<file path="src/rtl/fib_lookup_walker.sv">
// fib_lookup_walker: walks the FIB trie one level per name component, issuing
// one lookup per component to the selected level memory and reporting the
// deepest match (hit flag, matched depth and final next pointer).
module fib_lookup_walker #(
    parameter int WORD_SIZE     = 16,
    parameter int POINTER_SIZE  = 16,
    parameter int NUM_LEVELS    = 4,
    parameter int LEVEL_LATENCY = 1,
    parameter int ROOT_ADDRESS  = 0
) (
    input  logic                              clk,
    input  logic                              rst_n,
    input  logic [WORD_SIZE-1:0]              name_word_in,
    input  logic                              name_valid_in,
    input  logic                              name_last_in,
    output logic                              name_ready_out,
    output logic                              level_req_out,
    output logic [$clog2(NUM_LEVELS)-1:0]     level_sel_out,
    output logic [POINTER_SIZE-1:0]           address_out,
    output logic [WORD_SIZE-1:0]              lookup_cont_out,
    input  logic [POINTER_SIZE-1:0]           next_pointer_in,
    input  logic                              is_match_in,
    input  logic                              no_child_in,
    output logic                              result_valid_out,
    input  logic                              result_ready_in,
    output logic                              result_hit_out,
    output logic [$clog2(NUM_LEVELS+1)-1:0]   result_depth_out,
    output logic [POINTER_SIZE-1:0]           result_pointer_out,
    output logic                              busy_out
);

    localparam int LVL_W = $clog2(NUM_LEVELS);
    localparam int DEP_W = $clog2(NUM_LEVELS + 1);
    localparam int CNT_W = $clog2(LEVEL_LATENCY + 1);

    typedef enum logic [2:0] {
        FETCH,
        ISSUE,
        WAIT,
        DRAIN,
        RESULT
    } state_t;

    state_t                  state;
    state_t                  state_nxt;
    logic [LVL_W-1:0]        level;
    logic [POINTER_SIZE-1:0] pointer;
    logic [DEP_W-1:0]        depth;
    logic [WORD_SIZE-1:0]    word;
    logic                    last;
    logic                    hit;
    logic [CNT_W-1:0]        wait_cnt;

    logic                    sample;
    logic [DEP_W-1:0]        depth_inc;
    logic                    at_limit;

    // The level response is taken on the edge that ends the final WAIT cycle.
    assign sample    = (state == WAIT) && (wait_cnt == CNT_W'(1));
    assign depth_inc = depth + DEP_W'(1);
    assign at_limit  = (depth_inc == DEP_W'(NUM_LEVELS));

    // State register.
    always_ff @(posedge clk or negedge rst_n) begin
        if (!rst_n) begin
            state <= FETCH;
        end else begin
            state <= state_nxt;
        end
    end

    // Next-state decode and output drive; ready is held low while in reset.
    always_comb begin
        state_nxt          = state;
        name_ready_out     = 1'b0;
        level_req_out      = 1'b0;
        result_valid_out   = 1'b0;
        result_hit_out     = 1'b0;
        result_depth_out   = '0;
        result_pointer_out = '0;
        busy_out           = 1'b1;
        level_sel_out      = level;
        address_out        = pointer;
        lookup_cont_out    = word;
        case (state)
            FETCH: begin
                name_ready_out = rst_n;
                busy_out       = (level != '0);
                if (name_valid_in) begin
                    state_nxt = ISSUE;
                end
            end
            ISSUE: begin
                level_req_out = 1'b1;
                state_nxt     = WAIT;
            end
            WAIT: begin
                if (sample) begin
                    if (is_match_in) begin
                        if (last) begin
                            state_nxt = RESULT;
                        end else if (no_child_in || at_limit) begin
                            state_nxt = DRAIN;
                        end else begin
                            state_nxt = FETCH;
                        end
                    end else begin
                        state_nxt = last ? RESULT : DRAIN;
                    end
                end
            end
            DRAIN: begin
                name_ready_out = rst_n;
                if (name_valid_in && name_last_in) begin
                    state_nxt = RESULT;
                end
            end
            RESULT: begin
                result_valid_out   = 1'b1;
                result_hit_out     = hit;
                result_depth_out   = depth;
                result_pointer_out = pointer;
                if (result_ready_in) begin
                    state_nxt = FETCH;
                end
            end
            default: begin
                state_nxt = FETCH;
            end
        endcase
    end

    // Walk context: latched component, level/pointer/depth and match outcome.
    always_ff @(posedge clk or negedge rst_n) begin
        if (!rst_n) begin
            level    <= '0;
            pointer  <= POINTER_SIZE'(ROOT_ADDRESS);
            depth    <= '0;
            word     <= '0;
            last     <= 1'b0;
            hit      <= 1'b0;
            wait_cnt <= '0;
        end else begin
            case (state)
                FETCH: begin
                    if (name_valid_in) begin
                        word <= name_word_in;
                        last <= name_last_in;
                    end
                end
                ISSUE: begin
                    wait_cnt <= CNT_W'(LEVEL_LATENCY);
                end
                WAIT: begin
                    wait_cnt <= wait_cnt - CNT_W'(1);
                    if (sample) begin
                        if (is_match_in) begin
                            depth   <= depth_inc;
                            pointer <= next_pointer_in;
                            hit     <= last;
                            if (!last && !no_child_in && !at_limit) begin
                                level <= level + LVL_W'(1);
                            end
                        end else begin
                            hit <= 1'b0;
                        end
                    end
                end
                RESULT: begin
                    if (result_ready_in) begin
                        level   <= '0;
                        pointer <= POINTER_SIZE'(ROOT_ADDRESS);
                        depth   <= '0;
                        hit     <= 1'b0;
                    end
                end
                default: begin
                end
            endcase
        end
    end

endmodule

</file>
<file path="config.mk">
export PLATFORM = sky130hd
export DESIGN_NAME = fib_lookup_walker
export DESIGN_NICKNAME = d
export VERILOG_FILES = /design/src/rtl/fib_lookup_walker.sv
export SDC_FILE = /design/constraint.sdc
export NUM_CORES = 1
export LEC_CHECK = 0
export ABC_AREA = 1
export CAP_MARGIN = 15
export CORE_ASPECT_RATIO = 1.25
export CORE_UTILIZATION = 37
export DETAILED_ROUTE_END_ITERATION = 16
export PLACE_DENSITY_LB_ADDON = 0.15
export SLEW_MARGIN = 30
export SYNTH_ARGS = -nofsm -noshare
export SYNTH_HDL_FRONTEND = slang
export SYNTH_SLANG_ARGS = --single-unit
</file>
<file path="constraint.sdc">
create_clock -name clk -period 1.4 [get_ports clk]
set_input_delay 0.28 -clock clk [delete_from_list [all_inputs] [get_ports clk]]
set_output_delay 0.28 -clock clk [all_outputs]
set_load 0.02 [all_outputs]
</file>
==> flow_summary.json <==
{
  "fin_skew_ps": 4.44,
  "routedWlPerCell_um": 12.8,
  "finalPower_w": 0.00811,
  "hold_viol_final": 0,
  "ff_latch_area_mm2": 0.00108,
  "gp_congestion": 0.823,
  "fin_ws_ps": -264,
  "cts_tree": "yes",
  "synth_area_mm2": 0.00213,
  "chipWidth_um": 69.8,
  "netSwitchingFraction": 0.414,
  "dp_hpwl_um": 3970,
  "multi_input_area_mm2": 0.00103,
  "rows": 30,
  "comb_power_share": 0.609,
  "cts_buffers": 5,
  "tightest_slew_ps": 555,
  "avgViaCountPerCell": 4.71,
  "p_sw_w": 0.00336,
  "cts.clk_slew.worst_paths_ps": 80,
  "dieArea_mm2": 0.00606,
  "place_ws_ps": -413,
  "vias": 2158,
  "h-tree-depth": 2,
  "period_needed_ps": 1660,
  "clk_latency_ps": 300,
  "detail-route-antenna-nets": 0,
  "crit_type": "reg2out",
  "hold_path.class": "in2async",
  "report.final.setup_viol": 49,
  "crit_required_ps": 1120,
  "final_cells": 458,
  "nFillCells": 426,
  "worstPathArrival_ps": 1380,
  "p_seq_frac": 0.269,
  "cts-root-buf": "clkbuf_8",
  "design.core.area_mm2": 0.00548,
  "crit_buf_inv": 3,
  "slowest_stage": "dfrtp_1",
  "areaGrowthSynthToFinish_pct": 84.2,
  "crit_chain": "buf_6 -> nand2_2 -> nor2_2 -> inv_1 -> a21boi_1 -> buf_4",
  "fin_crit_sh": 1.19,
  "syn-num-nets": 287,
  "clkPwrFrac": 0.121,
  "antenna_found_initial": 0,
  "slew_headroom": 0.630,
  "yosysUniqueCellTypes": 20,
  "drive_above_1_share": 0.398,
  "nNetsFinal": 435,
  "grt_usage": 0.201,
  "power_density_mw_per_mm2": 2070,
  "dieHeight_um": 86.8,
  "ios": 97,
  "run_status": "finished, violations left",
  "grt_overflow": 0,
  "synth_cells": 245,
  "rrSetupSlack_ps": -180,
  "rr_worst_depth": 10,
  "antenna_cells": 0,
  "synth-seq-area-share": 0.506,
  "cp_num_cells": 6,
  "max_freq_mhz": 601,
  "cp_max_fo": 3,
  "yosysWarnings": 0,
  "critPathCaptureType": "output pin",
  "start_kind": "flop",
  "yosys.area.top_type": "dfrtp_1",
  "synth_top_cells_by_area": "dfrtp_1, nand2_1, mux2_2",
  "drt_pass1_iterations": 4,
  "grt_max_degree": 44,
  "synth_seq_cells": 43,
  "violations": "setup timing",
  "routed_wl_um": 5880,
  "design_area_mm2": 0.00392,
  "first_iter_violations": 97,
  "grt_pass1_wl_um": 9590,
  "io_buffers": 96,
  "grt_pass1_vias": 2136,
  "p_leak_nw": 1.98,
  "avgSynthCellArea_um2": 8.69,
  "critPathMaxStageDelay_ps": 430,
  "synth_top_area_share": 0.506,
  "numPlacedInstances": 431,
  "clock-sinks": 43,
  "cp_top_family": "flip-flops",
  "max-cap-violations": 0,
  "p_int_w": 0.00475,
  "place_area_mm2": 0.00350,
  "drc": 0,
  "ir_worst_vdd_mv": 1.06,
  "clockBufferDepth": 2,
  "rsz0062_at_grt": "true",
  "drv_slew": 0,
  "initial_utilization": 0.388
}
## metal layers
metal,routed length [µm],up-vias,track usage
li1,-,1054,-
met1,2330,1005,0.242
met2,3080,92,0.351
met3,382,7,0.0419
met4,79,0,0.0800
met5,0,-,0
## Yosys cell counts
cell,n
nand3b_1,1
nand2_1,65
clkbuf_1,2
clkbuf_2,1
mux2_2,16
dfrtp_1,43
nand3_1,10
buf_2,2
nand3_2,1
a21boi_0,1
a21oi_1,3
o21ai_2,12
inv_1,39
buf_6,4
nor3_1,1
o21ai_0,12
nand2_2,1
nor2_1,26
ha_1,3
nor2_2,2
## what timing repair did
| item | 4_1_cts | 5_1_grt |
|---|---|---|
| hold buffers | 0 | 0 |
| endpoints found under the setup margin | 99 | 70 |
| pin swaps | 7 | 3 |
| resized for setup | 204 | 23 |
| cloned | 3 | 0 |
| setup buffers | 17 | 1 |
## sequential cells by signal, indices dropped and copies added, names as in the netlist
register,flops
address_out,16
lookup_cont_out,16
depth,3
state,3
level_sel_out,2
hit,1
last,1
wait_cnt,1
## worst paths after layout
check,startpoint,endpoint
max,state[1],name_ready_out
max in group asynchronous,rst_n,state[2]
min in group clk,lookup_cont_out[13],lookup_cont_out[13]
min,rst_n,address_out[13]
min reg2reg,lookup_cont_out[13],lookup_cont_out[13]
max reg2reg,state[1],address_out[0]
## per-stage QoR
step | utilization | setup TNS, ps | hold slack (ps)
3_3_place_gp | 0.638 | -13170 | 477
2_1_floorplan | - | -667 | -15.6
5_1_grt | 0.716 | -12550 | 167
4_1_cts | 0.707 | -9040 | 140
3_5_place_dp | 0.638 | -14400 | 466
6_report | 0.716 | -8780 | 123
## cell families (layout without fill, tap and decap cells)
group,after synthesis,in the layout,share of synthesized area
adders and majority gates,3,3,0.0176
muxes,16,16,0.0847
and+or+nand+nor,107,107,0.203
buffers and inverters,48,197,0.101
AOI/OAI and AO/OA,28,28,0.0882
DFF,43,43,0.506
## cells in the final DEF (no fill, tap or decap)
| cell type | Yosys | final |
|---|---|---|
| a21boi_1 | 0 | 1 |
| a21oi_1 | 3 | 2 |
| a21oi_4 | 0 | 1 |
| buf_12 | 0 | 6 |
| buf_16 | 0 | 3 |
| buf_2 | 2 | 1 |
| buf_4 | 0 | 43 |
| buf_6 | 4 | 26 |
| bufinv_16 | 0 | 1 |
| clkbuf_2 | 1 | 5 |
| clkbuf_8 | 0 | 5 |
| clkdlybuf4s15_1 | 0 | 2 |
| clkdlybuf4s50_1 | 0 | 37 |
| clkinv_2 | 0 | 1 |
| clkinv_4 | 0 | 1 |
| dfrtp_1 | 43 | 42 |
| dfrtp_2 | 0 | 1 |
| dlygate4sd2_1 | 0 | 27 |
| ha_1 | 3 | 3 |
| inv_1 | 39 | 35 |
| inv_2 | 0 | 4 |
| mux2_2 | 16 | 16 |
| nand2_1 | 65 | 61 |
| nand2_2 | 1 | 3 |
| nand2_4 | 0 | 2 |
| nand3_1 | 10 | 8 |
| nand3_2 | 1 | 2 |
| nand3_4 | 0 | 1 |
| nand3b_1 | 1 | 1 |
| nor2_1 | 26 | 5 |
| nor2_2 | 2 | 5 |
| nor2_4 | 0 | 18 |
| nor3_1 | 1 | 1 |
| o21ai_0 | 12 | 12 |
| o21ai_2 | 12 | 12 |
## worst reg2reg max path, cell delays in order, from the launching register on
cell	delay [ps]
dfrtp_1	440
nor2_4	150
buf_4	160
nand3b_1	120
nand2_2	130
inv_2	60
nand2_4	120
buf_6	120
buf_12	100
nand2_1	50
o21ai_0	70
## area by class of cell
class	count	share of cell area
clock inverters	3	0.0112
multi-input cells	154	0.263
well taps	64	0.0204
clock buffers	5	0.0175
inverters	39	0.0373
repair buffers	150	0.376
flip-flops and latches	43	0.275
## power by group through the flow
stage,logic [W],registers (W),clock network [W]
finish,0.00494,0.00218,0.000984
global route,0.00534,0.00226,0.00105
CTS,0.00489,0.00218,0.00102
detailed placement,0.00449,0.00222,0
global placement,0.00443,0.00219,0
floorplan,0.00186,0.00281,0
Power figures use the tool's default switching activity.
